==> src/rtl/fft_pkg.sv <==
`default_nettype none
// ============================================================================
//  Module   : fft_pkg
//  Brief    : Shared constants, sample record and bit-reverse helper for the
//             32-point FFT output reorder path.
//  Revision : 1.0 - initial release
// ============================================================================
package fft_pkg;

  localparam int DW  = 16;             // I/Q sample width
  localparam int NPT = 32;             // points per frame (power of two)
  localparam int AW  = $clog2(NPT);    // bin index width

  // One complex bin as stored in the ping-pong RAM.
  typedef struct packed {
    logic [DW-1:0] i;
    logic [DW-1:0] q;
  } sample_t;

  // Mirror the bits of a bin index (FFT cores emit bins in this order).
  function automatic logic [AW-1:0] bitrev(input logic [AW-1:0] a);
    logic [AW-1:0] r;
    for (int b = 0; b < AW; b++) begin
      r[b] = a[AW-1-b];
    end
    return r;
  endfunction

endpackage
`default_nettype wire

==> src/rtl/fft_out_reorder_if.sv <==
`default_nettype none
// ============================================================================
//  Module   : fft_out_reorder_if
//  Brief    : FFT xk input stream plus reordered valid/ready output stream.
//             master = source/sink side, slave = reorder block.
//  Revision : 1.0 - initial release
// ============================================================================
interface fft_out_reorder_if;
  import fft_pkg::*;

  logic          in_valid;
  logic [DW-1:0] in_i;
  logic [DW-1:0] in_q;
  logic [AW-1:0] in_index;

  logic          out_valid;
  logic          out_ready;
  logic [DW-1:0] out_i;
  logic [DW-1:0] out_q;
  logic [AW-1:0] out_index;
  logic          out_sof;
  logic          out_eof;
  logic          ovf;

  modport master (
    output in_valid, in_i, in_q, in_index, out_ready,
    input  out_valid, out_i, out_q, out_index, out_sof, out_eof, ovf
  );

  modport slave (
    input  in_valid, in_i, in_q, in_index, out_ready,
    output out_valid, out_i, out_q, out_index, out_sof, out_eof, ovf
  );

endinterface
`default_nettype wire

==> src/rtl/fft_pp_bank.sv <==
`default_nettype none
// ============================================================================
//  Module   : fft_pp_bank
//  Brief    : Two-bank register-file RAM, one write port and one
//             asynchronous read port, each with its own bank select.
//  Revision : 1.0 - initial release
// ============================================================================
module fft_pp_bank
  import fft_pkg::*;
(
  input  logic          clk,
  input  logic          we_i,
  input  logic          wbank_i,
  input  logic [AW-1:0] waddr_i,
  input  sample_t       wdata_i,
  input  logic          rbank_i,
  input  logic [AW-1:0] raddr_i,
  output sample_t       rdata_o
);

  sample_t mem_q [2][NPT];

  // Write port; contents carry no reset so the array maps onto plain storage.
  always_ff @(posedge clk) begin
    if (we_i) begin
      mem_q[wbank_i][waddr_i] <= wdata_i;
    end
  end

  // Read is combinational: a same-edge write is not visible, so reads see old data.
  assign rdata_o = mem_q[rbank_i][raddr_i];

endmodule
`default_nettype wire

==> src/rtl/fft_out_reorder.sv <==
`default_nettype none
// ============================================================================
//  Module   : fft_out_reorder
//  Brief    : Double-buffers 32-bin FFT frames and replays them in natural
//             bin order on a valid/ready stream with sof/eof markers.
//             Frames arriving with no free bank are dropped whole (ovf).
//  Revision : 1.0 - initial release
// ============================================================================
module fft_out_reorder
  import fft_pkg::*;
#(
  parameter bit BITREV = 1'b1
) (
  input  logic              clk,
  input  logic              reset,
  fft_out_reorder_if.slave  bus
);

  localparam logic [AW-1:0] C_LAST_IDX = AW'(NPT - 1);

  logic [1:0]    full_q, full_d;
  logic          wr_bank_q, wr_bank_d;
  logic          rd_bank_q, rd_bank_d;
  logic [AW-1:0] wcnt_q, wcnt_d;
  logic [AW-1:0] rcnt_q, rcnt_d;
  logic          drop_q, drop_d;
  logic          out_valid_q, out_valid_d;
  sample_t       odata_q, odata_d;
  logic          ovf_q, ovf_d;

  logic          xfer, rel, wr_free, store, frame_end, load;
  logic          rbank;
  logic [AW-1:0] raddr, waddr;
  sample_t       wdata, rdata;

  // Handshake and bank-availability decode; a bank released this cycle counts as free.
  assign xfer      = out_valid_q & bus.out_ready;
  assign rel       = xfer & (rcnt_q == C_LAST_IDX);
  assign wr_free   = ~full_q[wr_bank_q] | (rel & (rd_bank_q == wr_bank_q));
  assign store     = bus.in_valid & ((wcnt_q == '0) ? wr_free : ~drop_q);
  assign frame_end = store & (wcnt_q == C_LAST_IDX);

  assign wdata.i = bus.in_i;
  assign wdata.q = bus.in_q;

  if (BITREV) begin : g_bitrev_addr
    assign waddr = bitrev(bus.in_index);
  end else begin : g_natural_addr
    assign waddr = bus.in_index;
  end

  // Pick the entry that must be presented after the coming edge.
  always_comb begin
    rbank = rd_bank_q;
    raddr = rcnt_q;
    if (rel) begin
      rbank = ~rd_bank_q;
      raddr = '0;
    end else if (xfer) begin
      raddr = rcnt_q + AW'(1);
    end
  end

  fft_pp_bank u_bank (
    .clk     (clk),
    .we_i    (store),
    .wbank_i (wr_bank_q),
    .waddr_i (waddr),
    .wdata_i (wdata),
    .rbank_i (rbank),
    .raddr_i (raddr),
    .rdata_o (rdata)
  );

  // Next-state logic for write admission, bank flags and the output register.
  always_comb begin
    full_d      = full_q;
    wr_bank_d   = wr_bank_q;
    rd_bank_d   = rd_bank_q;
    wcnt_d      = wcnt_q;
    rcnt_d      = rcnt_q;
    drop_d      = drop_q;
    out_valid_d = out_valid_q;
    odata_d     = odata_q;
    ovf_d       = 1'b0;
    load        = 1'b0;

    // Admission is decided once per frame, on its first sample.
    if (bus.in_valid) begin
      wcnt_d = wcnt_q + AW'(1);
      if (wcnt_q == '0) begin
        drop_d = ~wr_free;
        ovf_d  = ~wr_free;
      end
    end

    // Clear before set: a bank is never released and completed in one cycle.
    if (rel) begin
      full_d[rd_bank_q] = 1'b0;
    end
    if (frame_end) begin
      full_d[wr_bank_q] = 1'b1;
      wr_bank_d         = ~wr_bank_q;
    end

    // Output side: refill the register whenever it is empty or just consumed.
    if (rel) begin
      rd_bank_d = ~rd_bank_q;
      rcnt_d    = '0;
      load      = full_q[~rd_bank_q];
    end else if (xfer) begin
      rcnt_d = rcnt_q + AW'(1);
      load   = 1'b1;
    end else if (!out_valid_q) begin
      load = full_q[rd_bank_q];
    end

    if (xfer || !out_valid_q) begin
      out_valid_d = load;
    end
    if (load) begin
      odata_d = rdata;
    end
  end

  // State register with asynchronous active-low reset.
  always_ff @(posedge clk or negedge reset) begin
    if (!reset) begin
      full_q      <= '0;
      wr_bank_q   <= 1'b0;
      rd_bank_q   <= 1'b0;
      wcnt_q      <= '0;
      rcnt_q      <= '0;
      drop_q      <= 1'b0;
      out_valid_q <= 1'b0;
      odata_q     <= '0;
      ovf_q       <= 1'b0;
    end else begin
      full_q      <= full_d;
      wr_bank_q   <= wr_bank_d;
      rd_bank_q   <= rd_bank_d;
      wcnt_q      <= wcnt_d;
      rcnt_q      <= rcnt_d;
      drop_q      <= drop_d;
      out_valid_q <= out_valid_d;
      odata_q     <= odata_d;
      ovf_q       <= ovf_d;
    end
  end

  // rcnt_q always names the entry held in the output register.
  assign bus.out_valid = out_valid_q;
  assign bus.out_i     = odata_q.i;
  assign bus.out_q     = odata_q.q;
  assign bus.out_index = rcnt_q;
  assign bus.out_sof   = out_valid_q & (rcnt_q == '0);
  assign bus.out_eof   = out_valid_q & (rcnt_q == C_LAST_IDX);
  assign bus.ovf       = ovf_q;

endmodule
`default_nettype wire

==> src/flat_wrapper.sv <==
// flat-port wrapper written by rule: the top's interface ports become plain ports
module fft_out_reorder_flat import fft_pkg::*;
#(
  parameter bit BITREV = 1'b1
)
  (clk, reset, bus_in_valid, bus_in_i, bus_in_q, bus_in_index, bus_out_ready, bus_out_valid, bus_out_i, bus_out_q, bus_out_index, bus_out_sof, bus_out_eof, bus_ovf);
  fft_out_reorder_if bus_i ();
  input  logic clk;
  input  logic reset;
  input wire logic [$bits(bus_i.in_valid)-1:0] bus_in_valid;
  input wire logic [$bits(bus_i.in_i)-1:0] bus_in_i;
  input wire logic [$bits(bus_i.in_q)-1:0] bus_in_q;
  input wire logic [$bits(bus_i.in_index)-1:0] bus_in_index;
  input wire logic [$bits(bus_i.out_ready)-1:0] bus_out_ready;
  output wire logic [$bits(bus_i.out_valid)-1:0] bus_out_valid;
  output wire logic [$bits(bus_i.out_i)-1:0] bus_out_i;
  output wire logic [$bits(bus_i.out_q)-1:0] bus_out_q;
  output wire logic [$bits(bus_i.out_index)-1:0] bus_out_index;
  output wire logic [$bits(bus_i.out_sof)-1:0] bus_out_sof;
  output wire logic [$bits(bus_i.out_eof)-1:0] bus_out_eof;
  output wire logic [$bits(bus_i.ovf)-1:0] bus_ovf;
  assign bus_i.in_valid = bus_in_valid;
  assign bus_i.in_i = bus_in_i;
  assign bus_i.in_q = bus_in_q;
  assign bus_i.in_index = bus_in_index;
  assign bus_i.out_ready = bus_out_ready;
  assign bus_out_valid = bus_i.out_valid;
  assign bus_out_i = bus_i.out_i;
  assign bus_out_q = bus_i.out_q;
  assign bus_out_index = bus_i.out_index;
  assign bus_out_sof = bus_i.out_sof;
  assign bus_out_eof = bus_i.out_eof;
  assign bus_ovf = bus_i.ovf;
  fft_out_reorder #(.BITREV(BITREV)) u_core (.clk(clk), .reset(reset), .bus(bus_i));
endmodule
==> config.mk <==
export PLATFORM = sky130hd
export DESIGN_NAME = fft_out_reorder_flat
export DESIGN_NICKNAME = d
export VERILOG_FILES = /design/src/rtl/fft_pkg.sv /design/src/rtl/fft_out_reorder_if.sv /design/src/rtl/fft_pp_bank.sv /design/src/rtl/fft_out_reorder.sv /design/src/flat_wrapper.sv
export SDC_FILE = /design/constraint.sdc
export NUM_CORES = 2
export LEC_CHECK = 0
export CAP_MARGIN = 25
export CORE_MARGIN = 2
export CORE_UTILIZATION = 40
export DETAILED_ROUTE_END_ITERATION = 16
export GPL_TIMING_DRIVEN = 0
export PLACE_DENSITY = 0.63
export SLEW_MARGIN = 15
export SYNTH_ARGS = -nofsm -noshare
export SYNTH_HDL_FRONTEND = slang
export SYNTH_SLANG_ARGS = --single-unit
==> constraint.sdc <==
create_clock -name clk -period 5.49 [get_ports clk]
set_input_delay 1.098 -clock clk [delete_from_list [all_inputs] [get_ports clk]]
set_output_delay 1.098 -clock clk [all_outputs]
set_load 0.005 [all_outputs]
# After elaboration in Yosys (flattened, before gate mapping)
# Memory sizes are Yosys's and may differ from the RTL's.
# Index checks and enable logic that the tools add are counted.
[totals]
reg_bits = 49
n_memories = 1
latchBits = 0
in_bits = 41
rom_bits = 0
ram_bits = 2048
[classes]
muxes = 28
reduce_logical = 8
n_eq_ne = 3
shifts = 0
n_bitwise = 18
div = 0
multipliers = 0
n_lt_le_gt_ge = 8
n_addsub = 2
[memory_table]
columns = ["name", "words", "word_bits", "rd", "rd_clocked_by_memory_dff", "write_ports", "line", "text"]
rows = [
  ["u_core.u_bank.mem_q", 2, 1024, 1, 0, 1, "fft_pp_bank.sv:21", "sample_t mem_q [2][NPT];"],
]
[op_table]
columns = ["op", "n"]
rows = [
  ["$mux 1024", 1],
  ["$bmux 32 s5", 1],
  ["$demux 32 s5", 1],
  ["$mux 32", 3],
  ["$mux 1", 16],
  ["$ge 6x6->1 const B", 2],
  ["$not 5->6", 2],
  ["$add 5x1->5 const B", 2],
  ["$eq 5x5->1 const B", 2],
  ["$logic_not 5->1", 2],
  ["$mux 5", 2],
  ["$and 1x1->1", 7],
  ["$lt 1x2->1 const B", 3],
  ["$lt 6x1->1 const B", 1],
  ["$not 1->1", 5],
  ["$mux 2", 2],
  ["$logic_and 1x1->1", 3],
  ["$and 2x2->2", 1],
  ["$demux 1 s1", 2],
  ["$ge 1x1->1 const B", 2],
  ["$not 2->2", 1],
  ["$or 2x2->2", 1],
  ["$reduce_and 2->1", 1],
  ["$eq 1x1->1", 1],
  ["other kinds (3)", 3],
]

# Depth between registers and ports, before layout
[depth]
ltp_word = 9
ltp_mapped = 16
depth_no_buf = 11

# By module
# Synthesis repeated with hierarchy kept, for this count alone.
[hier_totals]
hier_cells = 3489
area_unflattened_um2 = 80138.1
[modules_own_cells]
columns = ["mod", "area_per_inst_um2", "cells_per_inst", "instances"]
rows = [
  ["fft_pp_bank", 77891.0, 3331, 1],
  ["fft_out_reorder", 2247.2, 158, 1],
]

# Worst setup path after synthesis
# Ideal clock, no wire load.
[synth_path]
path_kind = "input port to flip-flop"
from = "input bus_out_ready"
to = "memory u_core.u_bank.mem_q[0][256] in the netlist's numbering, enable pin"
path_buffers = 1
path_slack_ps = 1388
path_stages = 8
required_time_ps = 5069
arrival_time_ps = 3681
path_cell_list = "buf_4 -> nand3_2 -> o211ai_1 -> a21boi_0 -> nor3b_1 -> and2_1 -> nand3_1 -> nor2_1"
[synth_between]
elab_chain_cells = 8
[synth_rtl]
columns = ["element", "line", "text"]
rows = [
  ["start, declared", "flat_wrapper.sv:14", "input wire logic [$bits(bus_i.out_ready)-1:0] bus_out_ready;"],
  ["$and 1x1->1", "fft_out_reorder.sv:37", "assign xfer = out_valid_q & bus.out_ready;"],
  ["$and 1x1->1", "fft_out_reorder.sv:38", "assign rel = xfer & (rcnt_q == C_LAST_IDX);"],
  ["$and 1x1->1", "fft_out_reorder.sv:39", "assign wr_free = ~full_q[wr_bank_q] | (rel & (rd_bank_q == wr_bank_q));"],
  ["$or 1x1->1", "fft_out_reorder.sv:39", ""],
  ["$mux 1", "fft_out_reorder.sv:40", "assign store = bus.in_valid & ((wcnt_q == '0) ? wr_free : ~drop_q);"],
  ["$and 1x1->1", "fft_out_reorder.sv:40", ""],
  ["$mux 1", "fft_pp_bank.sv:25", "if (we_i) begin"],
  ["$mux 1024 (implied by the code)", "fft_pp_bank.sv:26", "mem_q[wbank_i][waddr_i] <= wdata_i;"],
  ["end, declared", "fft_pp_bank.sv:21", ""],
]
# Every way passes these cells.

# Worst setup path in the final report
[layout_path]
from = "register u_core.rcnt_q[1] (netlist: u_core.bus.out_index[1])"
to = "register u_core.odata_q (netlist bit u_core.bus.out_i[12])"
[layout_between]
elab_chain_cells = 7
word_cells_on_any_way = 12
cone_classes = "1 x add/sub; 1 x eq/ne; 7 x mux; 2 x bitwise; 1 x memory"
[layout_rtl]
columns = ["element", "line", "text"]
rows = [
  ["start, declared", "fft_out_reorder.sv:25", "logic [AW-1:0] rcnt_q, rcnt_d;"],
  ["start signal, assigned", "fft_out_reorder.sv:143", "rcnt_q <= rcnt_d;"],
  ["$add 5x1->5 or $eq 5x5->1 (tied branches)", "fft_out_reorder.sv:60, fft_out_reorder.sv:38", ""],
  ["$mux 5 or $and 1x1->1 (tied branches)", "fft_out_reorder.sv:59, fft_out_reorder.sv:38", ""],
  ["$mux 5 or $mux 1 (tied branches)", "fft_out_reorder.sv:56", "if (rel) begin"],
  ["$not 5->6 (implied by the code) or $mem_v2 2x1024 (tied branches)", "n/a", ""],
  ["$bmux 32 s5", "fft_pp_bank.sv:31", "assign rdata_o = mem_q[rbank_i][raddr_i];"],
  ["$mux 32 (implied by the code) (2 in series)", "fft_pp_bank.sv:31", ""],
  ["end signal, assigned", "fft_out_reorder.sv:146", "odata_q <= odata_d;"],
  ["end, declared", "fft_out_reorder.sv:28", "sample_t odata_q, odata_d;"],
]
# Parallel ways exist; a longest one is shown, timed or not. The select of a mux whose other input is x is not followed.
# A chain may end at the register's enable or synchronous reset.

==> results.md <==
- Status: finished, final reports clean
- Worst Path Arrival: 6.21 ns
- Count leader, synth: edfxtp_1
- Worst path slowest cell: nor4_2
- Ports: 82
- Fin Clk Skew: 0.0321 ns
- Hold WC Path Type: input pin to async pin
- GR met1 Demand/Resource: 29.4%
- Root Driver: clkbuf_16
- Period utilization: 99.1%
- GR met3 Demand/Resource: 4.10%
- Placed cells: 7965
- Layout cells sized above 1: 15.0%
- Vias in the first global route: 46300
- First-pass GRT wire length: 329 mm
- Synth cell types: 55
- Met2 Use GR: 34.8%
- Num CTS Buffers: 201
- Post-route ant nets: 0
- CP peak stage delay: 0.67 ns
- CP max FO: 10
- Vias per cell: 5.70
- Share of synthesized registers carrying an async set or reset: 2.34%
- Pwr dens: 456 nW/um^2
- Largest net degree at the start of global routing: 65
- Buffers on Ports: 76
- First-pass DRT Iterations: 9
- Syn Area/Cell: 16.0 um^2
- Leak pwr: 32.6 nW
- Top-area cell type share of the netlist area: 75.5%
- Hold buffers post-CTS: 0
- Max Freq: 184 MHz
- Nature of the critical path endpoint: flip-flop
- CP cell instances: ha_1 -> and3_1 -> ha_1 -> buf_4 -> nand3_2 -> xor2_2 -> buf_8 -> buf_6 -> buf_6 -> buf_2 -> buf_2 -> mux2i_1 -> a222oi_1 -> o22ai_1 -> nor4_2 -> a221o_1
- Initial antenna violation count: 20
- Die area: 207000 um^2
- CTS clk-pin slew, worst paths: 0.07 ns
- Site Rows: 165
- Max-cap violations: 0
- Post-synthesis sequential area ratio: 77.0%
- Initial core utilization: 40.2%
- Cell accounting for the most synthesized area: edfxtp_1
- CORE AREA: 202000 um^2
- Post-Syn Instances: 5104
- GRT Overall Usage: 22.2%
- Net Count, Synth: 5151
- Clock sink total: 2097
- DP HPWL: 160 mm
- Max-slew violation count: 0
- Via count: 47600
- Die width: 455 um
- Nets: 5546
- Synth area leaders: edfxtp_1 (76%), nand2_1 (4.5%), mux4_2 (4.4%), mux2i_1 (2.9%), nand3_1 (2.4%)
- RSZ-0062 raised after global routing: no
- DIE HEIGHT: 455 um
- Busiest grt layer: met2
- Req. time, crit path: 6.26 ns
- Final wirelength: 232 mm
- Top cells by count, synth: edfxtp_1 (2048), nand2_1 (981), nand3_1 (383)
- Slew margin rel.: 20.0%
- CTS tree: done
- Synth Warn #: 0
- Final design utilization: 47.0%
- Maximum VDD drop: 0.000360 V
- DRT iter0 DRCs: 6658
- Fin cells: 8346
- Final setup violation count: 0
- Final routed DRC violation total: 0
- Setup crit start kind: flip-flop
- Synthesized area: 81400 um^2
- Minimum clock period: 5.44 ns
- H-tree depth: 4
- Worst skew pair latency: 0.86 ns
- Ys flop type: edfxtp_1
- Number of synthesized flops with an enable pin: 2048
- Routed wire per std cell: 27.8 um
- Critical path type: flip-flop to flip-flop
- Gpl congestion: 0.962
- Power Total: 43.4 mW
- Total gr overflow: 0
- Area grow syn2layout: 16.8%
- Max clock buf depth: 3
- Register bit total from synthesis: 2097
- Final hold vios: 0
- Worst-Margin Slew: 1.19 ns
-- critical path, delay by kind of cell (launching register included) --
family,cells,cell delay (ns)
flip-flops,1,0.58
AND/OR/NAND/NOR,3,0.96
multiplexers,1,0.14
XOR/XNOR,1,0.36
AO/OA/AOI/OAI,3,1.11
adder cells (fa/ha/maj),2,0.39
buffers and inverters,6,1.76
-- final timing paths --
path	startpoint	end	slack, ns	cells past startpoint
hold / removal	reset	u_core.wcnt_q[3]$_DFFE_PN0P_	0.30	1
setup / recovery	u_core.bus.out_index[1]$_DFF_PN0_	u_core.bus.out_i[12]$_DFFE_PN0P_	0.05	16
min in group clk	bus_in_q[6]	u_core.u_bank.mem_q[1][774]$_DFFE_PP_	0.49	1
hold reg to reg	u_core.wcnt_q[3]$_DFFE_PN0P_	u_core.wcnt_q[3]$_DFFE_PN0P_	0.50	1
setup reg to reg	u_core.bus.out_index[1]$_DFF_PN0_	u_core.bus.out_i[12]$_DFFE_PN0P_	0.05	16
max in group asynchronous	reset	u_core.bus.out_index[1]$_DFF_PN0_	4.60	1
-- report_power, final --
group	internal [mW]	switching, mW
Clock	7.91	6.04
Combinational	3.53	7.70
Sequential	17.9	0.366
-- per-layer routing --
| metal | wire [um] | vias up | part of all wire [%] |
|---|---|---|---|
| met2 | 107000 | 2368 | 46 |
| met3 | 21400 | 442 | 9.2 |
| met1 | 89900 | 24400 | 39 |
| met4 | 13800 | 8 | 5.9 |
| met5 | 48 | - | 0.021 |
| li1 | - | 20400 | - |
-- kinds of logic (layout without fill, tap and decap cells) --
| family | after synthesis | count (layout) | share of synthesized area (%) |
|---|---|---|---|
| mux | 393 | 393 | 7.26 |
| other cells | 0 | 4 | 0 |
| xor+xnor | 5 | 5 | 0.0630 |
| simple gates | 1564 | 1564 | 8.23 |
| buf+inv | 566 | 1132 | 2.84 |
| flops | 2097 | 2097 | 77.0 |
| compound gates | 473 | 473 | 4.47 |
| fa+ha+maj | 6 | 6 | 0.0922 |
-- placed cells by master (no fill, tap or decap), types with 8 or more instances in the layout --
master              n
edfxtp_1         2048
nand2_1           981
nand3_1           383
inv_1             258
mux2i_1           233
clkbuf_1          223
clkbuf_16         204
mux4_2            158
a31oi_1           128
a32oi_1           100
buf_2              83
nor2_4             64
a222oi_1           62
buf_4              56
buf_12             48
dfrtp_1            48
clkinv_2           43
clkdlybuf4s50_1    43
buf_16             42
o21ai_0            38
clkinv_1           36
nand4_1            34
or2_2              34
a211oi_1           32
o22ai_1            32
o2111ai_1          31
a221o_1            31
nor4_2             22
bufinv_16          22
buf_1              21
clkinvlp_4         11
nor2_1              8
-- per-stage QoR --
step	hold WS [ns]	setup WS, ns	cell area [um^2]	TNS, ns
CTS	0.281	0.00742	95100	0
global route	0.331	0.000499	95100	0
detailed placement	0.486	-0.454	88300	-5.27
finish	0.305	0.0509	95100	0
floorplan	0.460	1.39	81400	0
global placement	0.483	-1.21	85500	-1239.11
-- what timing repair did --
| action | 4_1_cts | 5_1_grt |
|---|---|---|
| endpoints found under the hold margin | 0 | 0 |
| buffers inserted | 0 | 0 |
| gates cloned | 0 | 0 |
| resized for setup | 18 | 3 |
| pin swaps | 0 | 1 |
| setup endpoints to repair | 25 | 27 |
-- registers in the layout, summed over array words and instances, names as in the netlist --
| name | count |
|---|---|
| u_core.rd_bank_q | 1 |
| u_core.bus.out_i | 16 |
| u_core.wcnt_q | 5 |
| u_core.bus.out_index | 5 |
| u_core.wr_bank_q | 1 |
| u_core.bus.out_valid | 1 |
| u_core.drop_q | 1 |
| u_core.u_bank.mem_q | 2048 |
| u_core.bus.out_q | 16 |
| u_core.full_q | 2 |
| u_core.bus.ovf | 1 |
-- cell type report --
cell class / instances / area, um^2
fillers: 16900 / 107000
flip-flops and latches: 2097 / 62700
multi-input cells: 2441 / 17100
clock buffers: 244 / 5280
well taps: 2672 / 3340
repair buffers: 193 / 3010
clock inverters: 130 / 1340
plain buffers: 304 / 1340
inverters: 261 / 980
diodes: 4 / 10.0
No activity file was read; power rests on OpenSTA's default activity.
